<file path="src/rtl/mips_mc_pkg.sv">
// Shared types and constants for the multicycle MIPS controller: state encoding,
// opcode/funct fields, ALU codes, trap codes and the decoded control bundle.
package mips_mc_pkg;

    localparam int unsigned OP_W    = 6;
    localparam int unsigned STATE_W = 4;
    localparam int unsigned TRAP_W  = 2;

    typedef enum logic [STATE_W-1:0] {
        S_FETCH  = 4'd0,
        S_DECODE = 4'd1,
        S_MEMADR = 4'd2,
        S_MEMRD  = 4'd3,
        S_MEMWB  = 4'd4,
        S_MEMWR  = 4'd5,
        S_EXEC   = 4'd6,
        S_ALUWB  = 4'd7,
        S_BRANCH = 4'd8,
        S_IEXEC  = 4'd9,
        S_IWB    = 4'd10,
        S_JUMP   = 4'd11,
        S_ERR    = 4'd13,
        S_JAL    = 4'd14
    } state_t;

    typedef enum logic [1:0] {
        ALUOP_ADD   = 2'b00,
        ALUOP_SUB   = 2'b01,
        ALUOP_FUNCT = 2'b10,
        ALUOP_SLT   = 2'b11
    } aluop_t;

    localparam logic [OP_W-1:0] OP_RTYPE = 6'b000000;
    localparam logic [OP_W-1:0] OP_LW    = 6'b100011;
    localparam logic [OP_W-1:0] OP_SW    = 6'b101011;
    localparam logic [OP_W-1:0] OP_BEQ   = 6'b000100;
    localparam logic [OP_W-1:0] OP_BNE   = 6'b000101;
    localparam logic [OP_W-1:0] OP_ADDI  = 6'b001000;
    localparam logic [OP_W-1:0] OP_SLTI  = 6'b001010;
    localparam logic [OP_W-1:0] OP_J     = 6'b000010;
    localparam logic [OP_W-1:0] OP_JAL   = 6'b000011;

    localparam logic [OP_W-1:0] FN_ADD = 6'b100000;
    localparam logic [OP_W-1:0] FN_SUB = 6'b100010;
    localparam logic [OP_W-1:0] FN_AND = 6'b100100;
    localparam logic [OP_W-1:0] FN_OR  = 6'b100101;
    localparam logic [OP_W-1:0] FN_SLT = 6'b101010;

    localparam logic [3:0] ALU_AND = 4'b0000;
    localparam logic [3:0] ALU_OR  = 4'b0001;
    localparam logic [3:0] ALU_ADD = 4'b0010;
    localparam logic [3:0] ALU_SUB = 4'b0110;
    localparam logic [3:0] ALU_SLT = 4'b0111;

    localparam logic [TRAP_W-1:0] TRAP_NONE = 2'b00;
    localparam logic [TRAP_W-1:0] TRAP_ILL  = 2'b01;
    localparam logic [TRAP_W-1:0] TRAP_BUS  = 2'b10;

    localparam logic [1:0] SRCB_B     = 2'b00;
    localparam logic [1:0] SRCB_FOUR  = 2'b01;
    localparam logic [1:0] SRCB_IMM   = 2'b10;
    localparam logic [1:0] SRCB_IMMSH = 2'b11;

    localparam logic [1:0] PCSRC_ALU    = 2'b00;
    localparam logic [1:0] PCSRC_ALUOUT = 2'b01;
    localparam logic [1:0] PCSRC_JUMP   = 2'b10;

    typedef struct packed {
        logic       mem_req;
        logic       pcen;
        logic       memwrite;
        logic       irwrite;
        logic       regwrite;
        logic       alusrca;
        logic       iord;
        logic       memtoreg;
        logic       regdst;
        logic       link;
        logic [1:0] alusrcb;
        logic [1:0] pcsrc;
        aluop_t     aluop;
    } ctrl_t;

    // R-type funct values the datapath ALU implements
    function automatic logic funct_legal(input logic [OP_W-1:0] f);
        return (f == FN_ADD) || (f == FN_SUB) || (f == FN_AND) ||
               (f == FN_OR)  || (f == FN_SLT);
    endfunction

endpackage

</file>
<file path="src/rtl/mips_mc_ctrl_hs_if.sv">
// Controller <-> datapath/memory bundle. The controller uses the master view,
// the datapath and memory side use the slave view.
interface mips_mc_ctrl_hs_if #(
    parameter int unsigned ALUCTL_W = 4
);
    logic [5:0]          op;
    logic [5:0]          funct;
    logic                zero;
    logic                mem_ready;
    logic                mem_req;
    logic                pcen;
    logic                memwrite;
    logic                irwrite;
    logic                regwrite;
    logic                alusrca;
    logic                iord;
    logic                memtoreg;
    logic                regdst;
    logic                link;
    logic [1:0]          alusrcb;
    logic [1:0]          pcsrc;
    logic [ALUCTL_W-1:0] alucontrol;
    logic [1:0]          trap;
    logic [3:0]          state_o;

    modport master (
        input  op, funct, zero, mem_ready,
        output mem_req, pcen, memwrite, irwrite, regwrite, alusrca, iord,
               memtoreg, regdst, link, alusrcb, pcsrc, alucontrol, trap, state_o
    );

    modport slave (
        output op, funct, zero, mem_ready,
        input  mem_req, pcen, memwrite, irwrite, regwrite, alusrca, iord,
               memtoreg, regdst, link, alusrcb, pcsrc, alucontrol, trap, state_o
    );
endinterface

</file>
<file path="src/rtl/mips_mc_aludec.sv">
// ALU decoder: maps the controller's aluop class and the R-type funct field
// to a zero-extended ALU control code.
module mips_mc_aludec
    import mips_mc_pkg::*;
#(
    parameter int unsigned ALUCTL_W = 4
) (
    input  aluop_t              aluop,
    input  logic [5:0]          funct,
    output logic [ALUCTL_W-1:0] alucontrol
);
    logic [3:0] code;

    always_comb begin
        code = ALU_ADD;
        case (aluop)
            ALUOP_ADD: code = ALU_ADD;
            ALUOP_SUB: code = ALU_SUB;
            ALUOP_SLT: code = ALU_SLT;
            ALUOP_FUNCT: begin
                case (funct)
                    FN_ADD:  code = ALU_ADD;
                    FN_SUB:  code = ALU_SUB;
                    FN_AND:  code = ALU_AND;
                    FN_OR:   code = ALU_OR;
                    FN_SLT:  code = ALU_SLT;
                    default: code = ALU_ADD;
                endcase
            end
            default: code = ALU_ADD;
        endcase
    end

    assign alucontrol = ALUCTL_W'(code);

endmodule

</file>
<file path="src/rtl/mips_mc_ctrl_hs.sv">
// Multicycle MIPS main controller with req/ready memory handshake, wait-state
// timeout and sticky trap. Define MIPS_MC_JAL_EN to decode JAL (op 000011).
module mips_mc_ctrl_hs
    import mips_mc_pkg::*;
#(
    parameter int unsigned ALUCTL_W = 4,
    parameter int unsigned WAIT_W   = 4,
    parameter int unsigned TIMEOUT  = 15
) (
    input  logic              clk,
    input  logic              reset,
    mips_mc_ctrl_hs_if.master bus
);
    state_t              state_q, state_d;
    logic [WAIT_W-1:0]   cnt_q, cnt_d;
    logic [TRAP_W-1:0]   trap_q, trap_d;
    ctrl_t               ctl;
    logic                timeout;

    assign timeout = (cnt_q == WAIT_W'(TIMEOUT)) && !bus.mem_ready;

    always_ff @(posedge clk or negedge reset) begin
        if (!reset) begin
            state_q <= S_FETCH;
            cnt_q   <= '0;
            trap_q  <= TRAP_NONE;
        end else begin
            state_q <= state_d;
            cnt_q   <= cnt_d;
            trap_q  <= trap_d;
        end
    end

    // Next state and control decode; everything is forced low while reset is held
    always_comb begin
        state_d = state_q;
        trap_d  = trap_q;
        ctl     = '0;
        if (reset) begin
            case (state_q)
                S_FETCH: begin
                    ctl.mem_req = 1'b1;
                    ctl.alusrcb = SRCB_FOUR;
                    ctl.pcsrc   = PCSRC_ALU;
                    if (bus.mem_ready) begin
                        ctl.irwrite = 1'b1;
                        ctl.pcen    = 1'b1;
                        state_d     = S_DECODE;
                    end else if (timeout) begin
                        state_d = S_ERR;
                        trap_d  = TRAP_BUS;
                    end
                end
                S_DECODE: begin
                    ctl.alusrcb = SRCB_IMMSH;
                    case (bus.op)
                        OP_LW, OP_SW:     state_d = S_MEMADR;
                        OP_BEQ, OP_BNE:   state_d = S_BRANCH;
                        OP_ADDI, OP_SLTI: state_d = S_IEXEC;
                        OP_J:             state_d = S_JUMP;
                        OP_RTYPE: begin
                            if (funct_legal(bus.funct)) begin
                                state_d = S_EXEC;
                            end else begin
                                state_d = S_ERR;
                                trap_d  = TRAP_ILL;
                            end
                        end
`ifdef MIPS_MC_JAL_EN
                        OP_JAL:           state_d = S_JAL;
`else
                        OP_JAL: begin
                            state_d = S_ERR;
                            trap_d  = TRAP_ILL;
                        end
`endif
                        default: begin
                            state_d = S_ERR;
                            trap_d  = TRAP_ILL;
                        end
                    endcase
                end
                S_MEMADR: begin
                    ctl.alusrca = 1'b1;
                    ctl.alusrcb = SRCB_IMM;
                    state_d     = (bus.op == OP_LW) ? S_MEMRD : S_MEMWR;
                end
                S_MEMRD: begin
                    ctl.mem_req = 1'b1;
                    ctl.iord    = 1'b1;
                    if (bus.mem_ready) begin
                        state_d = S_MEMWB;
                    end else if (timeout) begin
                        state_d = S_ERR;
                        trap_d  = TRAP_BUS;
                    end
                end
                S_MEMWB: begin
                    ctl.regwrite = 1'b1;
                    ctl.memtoreg = 1'b1;
                    state_d      = S_FETCH;
                end
                S_MEMWR: begin
                    ctl.mem_req  = 1'b1;
                    ctl.iord     = 1'b1;
                    ctl.memwrite = 1'b1;
                    if (bus.mem_ready) begin
                        state_d = S_FETCH;
                    end else if (timeout) begin
                        state_d = S_ERR;
                        trap_d  = TRAP_BUS;
                    end
                end
                S_EXEC: begin
                    ctl.alusrca = 1'b1;
                    ctl.alusrcb = SRCB_B;
                    ctl.aluop   = ALUOP_FUNCT;
                    state_d     = S_ALUWB;
                end
                S_ALUWB: begin
                    ctl.regwrite = 1'b1;
                    ctl.regdst   = 1'b1;
                    state_d      = S_FETCH;
                end
                S_BRANCH: begin
                    // op[0] distinguishes BNE from BEQ
                    ctl.alusrca = 1'b1;
                    ctl.alusrcb = SRCB_B;
                    ctl.aluop   = ALUOP_SUB;
                    ctl.pcsrc   = PCSRC_ALUOUT;
                    ctl.pcen    = bus.zero ^ bus.op[0];
                    state_d     = S_FETCH;
                end
                S_IEXEC: begin
                    ctl.alusrca = 1'b1;
                    ctl.alusrcb = SRCB_IMM;
                    ctl.aluop   = (bus.op == OP_SLTI) ? ALUOP_SLT : ALUOP_ADD;
                    state_d     = S_IWB;
                end
                S_IWB: begin
                    ctl.regwrite = 1'b1;
                    state_d      = S_FETCH;
                end
                S_JUMP: begin
                    ctl.pcsrc = PCSRC_JUMP;
                    ctl.pcen  = 1'b1;
                    state_d   = S_FETCH;
                end
`ifdef MIPS_MC_JAL_EN
                S_JAL: begin
                    ctl.pcsrc    = PCSRC_JUMP;
                    ctl.pcen     = 1'b1;
                    ctl.regwrite = 1'b1;
                    ctl.link     = 1'b1;
                    state_d      = S_FETCH;
                end
`endif
                S_ERR:   state_d = S_ERR;
                default: state_d = S_ERR;
            endcase
        end
    end

    // Wait counter: clears on any state change or completed access
    always_comb begin
        cnt_d = '0;
        if (ctl.mem_req && !bus.mem_ready && (state_d == state_q)) begin
            cnt_d = cnt_q + WAIT_W'(1);
        end
    end

    mips_mc_aludec #(
        .ALUCTL_W (ALUCTL_W)
    ) u_aludec (
        .aluop      (ctl.aluop),
        .funct      (bus.funct),
        .alucontrol (bus.alucontrol)
    );

    assign bus.mem_req  = ctl.mem_req;
    assign bus.pcen     = ctl.pcen;
    assign bus.memwrite = ctl.memwrite;
    assign bus.irwrite  = ctl.irwrite;
    assign bus.regwrite = ctl.regwrite;
    assign bus.alusrca  = ctl.alusrca;
    assign bus.iord     = ctl.iord;
    assign bus.memtoreg = ctl.memtoreg;
    assign bus.regdst   = ctl.regdst;
    assign bus.link     = ctl.link;
    assign bus.alusrcb  = ctl.alusrcb;
    assign bus.pcsrc    = ctl.pcsrc;
    assign bus.trap     = trap_q;
    assign bus.state_o  = state_q;

endmodule

</file>
<file path="src/flat_wrapper.sv">
// flat-port wrapper written by rule: the top's interface ports become plain ports
module mips_mc_ctrl_hs_flat import mips_mc_pkg::*;
#(
    parameter int unsigned ALUCTL_W = 4,
    parameter int unsigned WAIT_W   = 4,
    parameter int unsigned TIMEOUT  = 15
)
  (clk, reset, bus_op, bus_funct, bus_zero, bus_mem_ready, bus_mem_req, bus_pcen, bus_memwrite, bus_irwrite, bus_regwrite, bus_alusrca, bus_iord, bus_memtoreg, bus_regdst, bus_link, bus_alusrcb, bus_pcsrc, bus_alucontrol, bus_trap, bus_state_o);
  mips_mc_ctrl_hs_if #(.ALUCTL_W(ALUCTL_W)) bus_i ();
  input  logic clk;
  input  logic reset;
  input wire logic [$bits(bus_i.op)-1:0] bus_op;
  input wire logic [$bits(bus_i.funct)-1:0] bus_funct;
  input wire logic [$bits(bus_i.zero)-1:0] bus_zero;
  input wire logic [$bits(bus_i.mem_ready)-1:0] bus_mem_ready;
  output wire logic [$bits(bus_i.mem_req)-1:0] bus_mem_req;
  output wire logic [$bits(bus_i.pcen)-1:0] bus_pcen;
  output wire logic [$bits(bus_i.memwrite)-1:0] bus_memwrite;
  output wire logic [$bits(bus_i.irwrite)-1:0] bus_irwrite;
  output wire logic [$bits(bus_i.regwrite)-1:0] bus_regwrite;
  output wire logic [$bits(bus_i.alusrca)-1:0] bus_alusrca;
  output wire logic [$bits(bus_i.iord)-1:0] bus_iord;
  output wire logic [$bits(bus_i.memtoreg)-1:0] bus_memtoreg;
  output wire logic [$bits(bus_i.regdst)-1:0] bus_regdst;
  output wire logic [$bits(bus_i.link)-1:0] bus_link;
  output wire logic [$bits(bus_i.alusrcb)-1:0] bus_alusrcb;
  output wire logic [$bits(bus_i.pcsrc)-1:0] bus_pcsrc;
  output wire logic [$bits(bus_i.alucontrol)-1:0] bus_alucontrol;
  output wire logic [$bits(bus_i.trap)-1:0] bus_trap;
  output wire logic [$bits(bus_i.state_o)-1:0] bus_state_o;
  assign bus_i.op = bus_op;
  assign bus_i.funct = bus_funct;
  assign bus_i.zero = bus_zero;
  assign bus_i.mem_ready = bus_mem_ready;
  assign bus_mem_req = bus_i.mem_req;
  assign bus_pcen = bus_i.pcen;
  assign bus_memwrite = bus_i.memwrite;
  assign bus_irwrite = bus_i.irwrite;
  assign bus_regwrite = bus_i.regwrite;
  assign bus_alusrca = bus_i.alusrca;
  assign bus_iord = bus_i.iord;
  assign bus_memtoreg = bus_i.memtoreg;
  assign bus_regdst = bus_i.regdst;
  assign bus_link = bus_i.link;
  assign bus_alusrcb = bus_i.alusrcb;
  assign bus_pcsrc = bus_i.pcsrc;
  assign bus_alucontrol = bus_i.alucontrol;
  assign bus_trap = bus_i.trap;
  assign bus_state_o = bus_i.state_o;
  mips_mc_ctrl_hs #(.ALUCTL_W(ALUCTL_W), .WAIT_W(WAIT_W), .TIMEOUT(TIMEOUT)) u_core (.clk(clk), .reset(reset), .bus(bus_i));
endmodule
</file>
<file path="config.mk">
export PLATFORM = sky130hd
export DESIGN_NAME = mips_mc_ctrl_hs_flat
export DESIGN_NICKNAME = d
export VERILOG_FILES = /design/src/rtl/mips_mc_pkg.sv /design/src/rtl/mips_mc_ctrl_hs_if.sv /design/src/rtl/mips_mc_aludec.sv /design/src/rtl/mips_mc_ctrl_hs.sv /design/src/flat_wrapper.sv
export SDC_FILE = /design/constraint.sdc
export NUM_CORES = 1
export LEC_CHECK = 0
export CAP_MARGIN = 20
export CORE_ASPECT_RATIO = 0.5
export CORE_UTILIZATION = 30
export DETAILED_ROUTE_END_ITERATION = 8
export PLACE_DENSITY = 0.6
export SLEW_MARGIN = 20
export SYNTH_ARGS = -nofsm -noshare
export SYNTH_HDL_FRONTEND = slang
export SYNTH_SLANG_ARGS = --single-unit
</file>
<file path="constraint.sdc">
create_clock -name clk -period 1.8 [get_ports clk]
set_clock_uncertainty 0.15 [all_clocks]
set_input_delay 0.36 -clock clk [delete_from_list [all_inputs] [get_ports clk]]
set_output_delay 0.36 -clock clk [all_outputs]
set_load 0.05 [all_outputs]
</file>
---- Word level (Yosys, flattened, before mapping) ----
Cells that the tools add are included.
storage, ports and cells
  logic and storage cells ................. 93
  output and inout port bits .............. 24
  bits of input ports ..................... 16
  bits in registers ....................... 10
operators by class
  equality and inequality tests ........... 32
  reductions and logical operators ........ 23
  bitwise logic cells ..................... 1
  add/sub/neg operators ................... 1
  muxes and demuxes ....................... 33
operator list
  operator            count
  $eq 6x6->1 const B  7
  $pmux 4 s8          1
  $mux 4              7
  $eq 4x4->1 const B  5
  $pmux 4 s5          1
  $eq 4x3->1 const B  4
  $pmux 4 s4          1
  $eq 6x3->1 const B  2
  $eq 6x4->1 const B  2
  $pmux 2 s2          3
  $pmux 2 s3          2
  $pmux 3 s4          1
  $reduce_or 2->1     5
  $mux 1              9
  $mux 9              1
  $eq 4x2->1 const B  2
  $mux 2              4
  $reduce_or 7->1     1
  $eq 6x2->1 const B  1
  $logic_not 6->1     1
  $mux 6              1
  $reduce_and 6->1    1
  $reduce_or 3->1     2
  $reduce_or 5->1     1
  other kinds (18)    25

---- Logic depth before layout (Yosys ltp) ----
  depth after elaboration ................. 12
  depth in mapped cells ................... 7
  mapped depth without buffers ............ 6

---- Modules after synthesis ----
A second synthesis with hierarchy kept.
second synthesis, totals
  cells, all modules ...................... 169
  area, all modules ....................... 1,234.9 µm²
modules (own cells, without submodules)
  module           area an instance (µm²)  times used  seq. area each (µm²)  cells each
  mips_mc_ctrl_hs  1,158.6                 1           250.2                 157
  mips_mc_aludec   76.3                    1           0.0                   12

---- Worst setup path after synthesis ----
Ideal clock, no wire load.
  path kind ............................... reg-to-output
  from .................................... register u_core.state_q[2], in the netlist u_core.bus.state_o[2]
  to ...................................... output port bus_pcen
  required time ........................... 1,290 ps
  arrival time ............................ 2,802 ps
  cell stages (with the launch flop) ...... 7
  setup slack ............................. -1,512 ps
  path buffers ............................ 2
  cell sequence ........................... dfrtp_1 -> buf_6 -> clkbuf_1 -> inv_1 -> nand2_1 -> nor3_1 -> or2_2
between the ends
  cells in the longest elaborated chain, start to end .. 3
  elaborated cells on any way between the ends .. 5
  those cells by class .................... eq/ne (2); mux (2); reduce/logical (1)
RTL lines
  element                                               RTL line               RTL
  from (decl)                                           mips_mc_ctrl_hs.sv:14  state_t state_q, state_d;
  from (signal assigned)                                mips_mc_ctrl_hs.sv:28  state_q <= state_d;
  $eq 4x4->1 / $logic_not 4->1 (equally long branches)  mips_mc_ctrl_hs.sv:40  case (state_q)
  $pmux 1 s3 *                                          mips_mc_ctrl_hs.sv:40
  $mux 9 *                                              mips_mc_ctrl_hs.sv:39  if (reset) begin
  to (decl)                                             flat_wrapper.sv:17     output wire logic [$bits(bus_i.pcen)-1:0] bus_pcen;
Mark *: on every way between the ends. The rest lies on a longest branch, timed or not.

---- Worst setup path after layout ----
  from .................................... register u_core.state_q[2], in the netlist u_core.bus.state_o[2]
  to ...................................... output port bus_mem_req
between the ends
  cells in the longest elaborated chain, start to end .. 4
  elaborated cells on any way between the ends .. 6
  those cells by class .................... eq/ne (2); mux (2); reduce/logical (2)
RTL lines
  element                             RTL line               RTL
  $eq 4x2->1 (tied with other cells)  mips_mc_ctrl_hs.sv:40
  $reduce_or 3->1 (no source line) *  -
  $mux 1 *                            mips_mc_ctrl_hs.sv:40
  $mux 9 *                            mips_mc_ctrl_hs.sv:39
  to (decl)                           flat_wrapper.sv:16     output wire logic [$bits(bus_i.mem_req)-1:0] bus_mem_req;
Marks and branches as above.

==> flow_summary.json <==
{
  "synth_top_cell_area_share_pct": 22.6,
  "setup_violations": 26,
  "fin_cells": 312,
  "yosys_synthesis_warning_count": 0,
  "p_sw_mw": 1.90,
  "min_path_type": "input port to async pin",
  "clock_sinks": 10,
  "hold_viol_final": 0,
  "postSynthAreaPerCell_sq_um": 7.48,
  "wirelength_microns": 5340,
  "prevailing_post_synth_register_cell": "sky130_fd_sc_hd__dfrtp_1",
  "run_status": "complete, but fails checks",
  "cpPeakStageDelay_ns": 0.46,
  "area_growth_from_synthesis_to_layout_pct": 153,
  "synth_seq_area_share_pct": 22.6,
  "timing_worst_setup_path_type": "flop to output pin",
  "hold_slack_ns": 0.130,
  "timing.rr.end": "u_core.cnt_q[0]",
  "detailedRoute.firstPassIterationCount": 4,
  "combPwrFrac_pct": 83.1,
  "antennaDiodeCount": 0,
  "cp_data_arrival_time_ns": 1.73,
  "share_clk_of_total_power_pct": 7.0,
  "grt.total_usage_pct": 24.0,
  "synth-edff-count": 0,
  "syn_inst": 148,
  "netlist.top_cell.by_area": "sky130_fd_sc_hd__dfrtp_1",
  "wl_per_cell_microns": 17.1,
  "rows": 15,
  "synthesis_stage_register_bit_count": 10,
  "clkLatencyLatePin_ns": 0.24,
  "gp_congestion": 0.908,
  "slew_viols_final": 0,
  "worst-endpoint-required_ns": 1.29,
  "r2r_cells": 7,
  "floorplan.die_area_sq_um": 3950,
  "setup_repair_after_global_routing_missed_its_margin": "true",
  "synth.lib_cells_used.distinct": 53,
  "sequentialPowerShare_pct": 9.9,
  "p_int_mw": 2.21,
  "synth.area.top_cells": "sky130_fd_sc_hd__dfrtp_1 23%, sky130_fd_sc_hd__nand2_1 5.8%, sky130_fd_sc_hd__nor2_1 5.4%, sky130_fd_sc_hd__o21ai_0 3.6%, sky130_fd_sc_hd__a21oi_1 3.2%",
  "clock_tree.root_cell": "sky130_fd_sc_hd__clkbuf_8",
  "grt_start_max_net_pins": 10,
  "first_global_vias": 1430,
  "io_pins": 40,
  "worst_path_most_repeated_cell": "sky130_fd_sc_hd__buf_6",
  "total_of_max_cap_violations": 0,
  "cts.path.max_buffers": 2,
  "cts.htree.levels": 1,
  "grt_pass1_wl_microns": 7030,
  "route.vias.total": 1648,
  "nets": 279,
  "dp.cells": 278,
  "worst_slack_ns": -0.445,
  "maxClockFrequency_mhz": 446,
  "setup.reg_to_reg.worst_slack_ns": -0.38,
  "critical_path_peak_fanout": 4,
  "r2r_start": "u_core.bus.state_o[2]",
  "inserted_clock_buffers": 3,
  "detailedRoute.firstIterationViolations": 109,
  "die_x_microns": 87.9,
  "vdd.ir_drop.worst_mv": 1.02,
  "worst_setup_hold_path_clk_slew_ns": 0.05,
  "critical_path_cell_list": "buf_4 -> buf_6 -> buf_6 -> o21bai_1 -> o211a_4 -> and2_4 -> buf_12",
  "clock_tree_from_tritoncts": "yes",
  "post_cts_hold_buffer_count": 0,
  "asyncSetResetFlopFracSynth_pct": 100,
  "cellLeakagePower_nw": 1.20,
  "fin_crit_sh_pct": 125,
  "port_buffers": 37,
  "floorplan.core_area_sq_um": 3470,
  "initial_core_util_pct": 31.9,
  "min_period_ns": 2.24,
  "total_power_mw": 4.11,
  "powerDensity_nw_per_um2": 1460,
  "failing_checks": "setup timing",
  "route.antenna.remaining_nets": 0,
  "routed_vias_inst": 5.28,
  "antenna_found_initial": 0,
  "mappedNetlistArea_sq_um": 1110,
  "drcViolationCount": 0,
  "globalRoute.totalOverflow": 0,
  "floorplan.die.height_microns": 45.0,
  "start_kind": "flop",
  "p_sw_share_pct": 46.3,
  "layout_cell_share_with_drive_strength_beyond_1_pct": 67.8,
  "place_hpwl_microns": 3120,
  "critical-path-slowest-cell": "sky130_fd_sc_hd__dfrtp_2",
  "setup.worst_path.end_class": "output pin"
}
[kinds of logic after synthesis]
| kind of cell | share of synthesized area, % |
|---|---|
| AO/OA/AOI/OAI | 27.2 |
| XOR/XNOR | 3.84 |
| adder cells (fa/ha/maj) | 1.13 |
| buffers and inverters | 8.02 |
| flip-flops | 22.6 |
| multiplexers | 2.82 |
| other | 0.339 |
| AND/OR/NAND/NOR | 34.0 |
[per-layer routing]
| layer | global-route usage [%] | up-vias | wire (microns) |
|---|---|---|---|
| met5 | 0 | - | 0 |
| met4 | 6.23 | 0 | 87 |
| met3 | 6.95 | 10 | 322 |
| met2 | 39.2 | 71 | 2670 |
| met1 | 31.6 | 801 | 2270 |
| li1 | - | 766 | - |
[state kept, by name, summed over array words and instances (netlist names)]
register	cells
u_core.bus.state_o	4
u_core.bus.trap	2
u_core.cnt_q	4
[Yosys cell counts, types with 3 or more instances]
master and number:
sky130_fd_sc_hd__nor4_1 3, sky130_fd_sc_hd__o21ai_0 8, sky130_fd_sc_hd__dfrtp_1 10, sky130_fd_sc_hd__nor2_1 16, sky130_fd_sc_hd__nor2b_1 4, sky130_fd_sc_hd__a21oi_1 7
sky130_fd_sc_hd__nor3_1 6, sky130_fd_sc_hd__nand2b_1 4, sky130_fd_sc_hd__nand3_1 5, sky130_fd_sc_hd__nand2_1 17, sky130_fd_sc_hd__inv_1 5, sky130_fd_sc_hd__clkbuf_1 6
[cell type report]
class                           count  area (sq um)
Inverter                            5          21.3
Tap cell                           51          63.8
Timing Repair Buffer              120          1280
Fill cell                         215           666
Clock buffer                        4          55.1
Sequential cell                    10           255
Multi-Input combinational cell    122          1130
[power by group through the flow]
stage	clock, mW	sequential, mW	combinational (mW)
floorplan	0	0.555	1.15
global route	0.305	0.410	3.55
CTS	0.290	0.395	3.03
finish	0.286	0.406	3.41
global placement	0	0.403	2.38
detailed placement	0	0.406	2.38
[per-stage QoR]
stage,util [%],area [sq um],worst slack [ns],TNS [ns]
floorplan,-,1260,-0.599,-5.44
global placement,63.0,2190,-0.733,-9.89
detailed placement,63.0,2190,-0.852,-10.56
CTS,75.9,2640,-0.401,-5.86
global route,80.8,2810,-0.504,-8.98
finish,80.8,2810,-0.445,-7.74
[critical path: cells and delay by family, from the launching register on]
| family | cells | cell delay (ns) |
|---|---|---|
| AOI/OAI and AO/OA | 2 | 0.35 |
| buffers and inverters | 4 | 0.52 |
| DFF | 1 | 0.46 |
| and+or+nand+nor | 1 | 0.15 |
[worst max-delay path by stage]
stage,from,end,cells after the start
2_1_floorplan,u_core.bus.state_o[2],bus_alucontrol[1],7
3_3_place_gp,bus_op[0],bus_alucontrol[1],7
3_5_place_dp,bus_op[0],bus_alucontrol[1],7
4_1_cts,u_core.bus.state_o[1],bus_alucontrol[1],5
5_1_grt,u_core.bus.state_o[2],bus_mem_req,7
6_report,u_core.bus.state_o[2],bus_mem_req,7
[cells in the final DEF (no fill, tap or decap), types with 3 or more instances in the layout]
| cell | n |
|---|---|
| sky130_fd_sc_hd__nand2_2 | 3 |
| sky130_fd_sc_hd__buf_12 | 22 |
| sky130_fd_sc_hd__a21oi_2 | 4 |
| sky130_fd_sc_hd__nand3_1 | 4 |
| sky130_fd_sc_hd__buf_2 | 3 |
| sky130_fd_sc_hd__o21ai_0 | 5 |
| sky130_fd_sc_hd__buf_4 | 59 |
| sky130_fd_sc_hd__clkbuf_8 | 4 |
| sky130_fd_sc_hd__nor3_4 | 4 |
| sky130_fd_sc_hd__nor2_2 | 5 |
| sky130_fd_sc_hd__dfrtp_1 | 6 |
| sky130_fd_sc_hd__nor2_1 | 7 |
| sky130_fd_sc_hd__inv_1 | 3 |
| sky130_fd_sc_hd__buf_6 | 24 |
| sky130_fd_sc_hd__nand2_4 | 4 |
| sky130_fd_sc_hd__dfrtp_2 | 4 |
| sky130_fd_sc_hd__nand2_1 | 10 |
| sky130_fd_sc_hd__nor2_4 | 5 |
| sky130_fd_sc_hd__clkdlybuf4s50_1 | 7 |
[repair_timing]
item,in CTS,in global routing
buffers inserted,26,7
endpoints found under the setup margin,25,27
pin swaps,32,25
resized for setup,71,30
(Power assumes the default switching activity.)
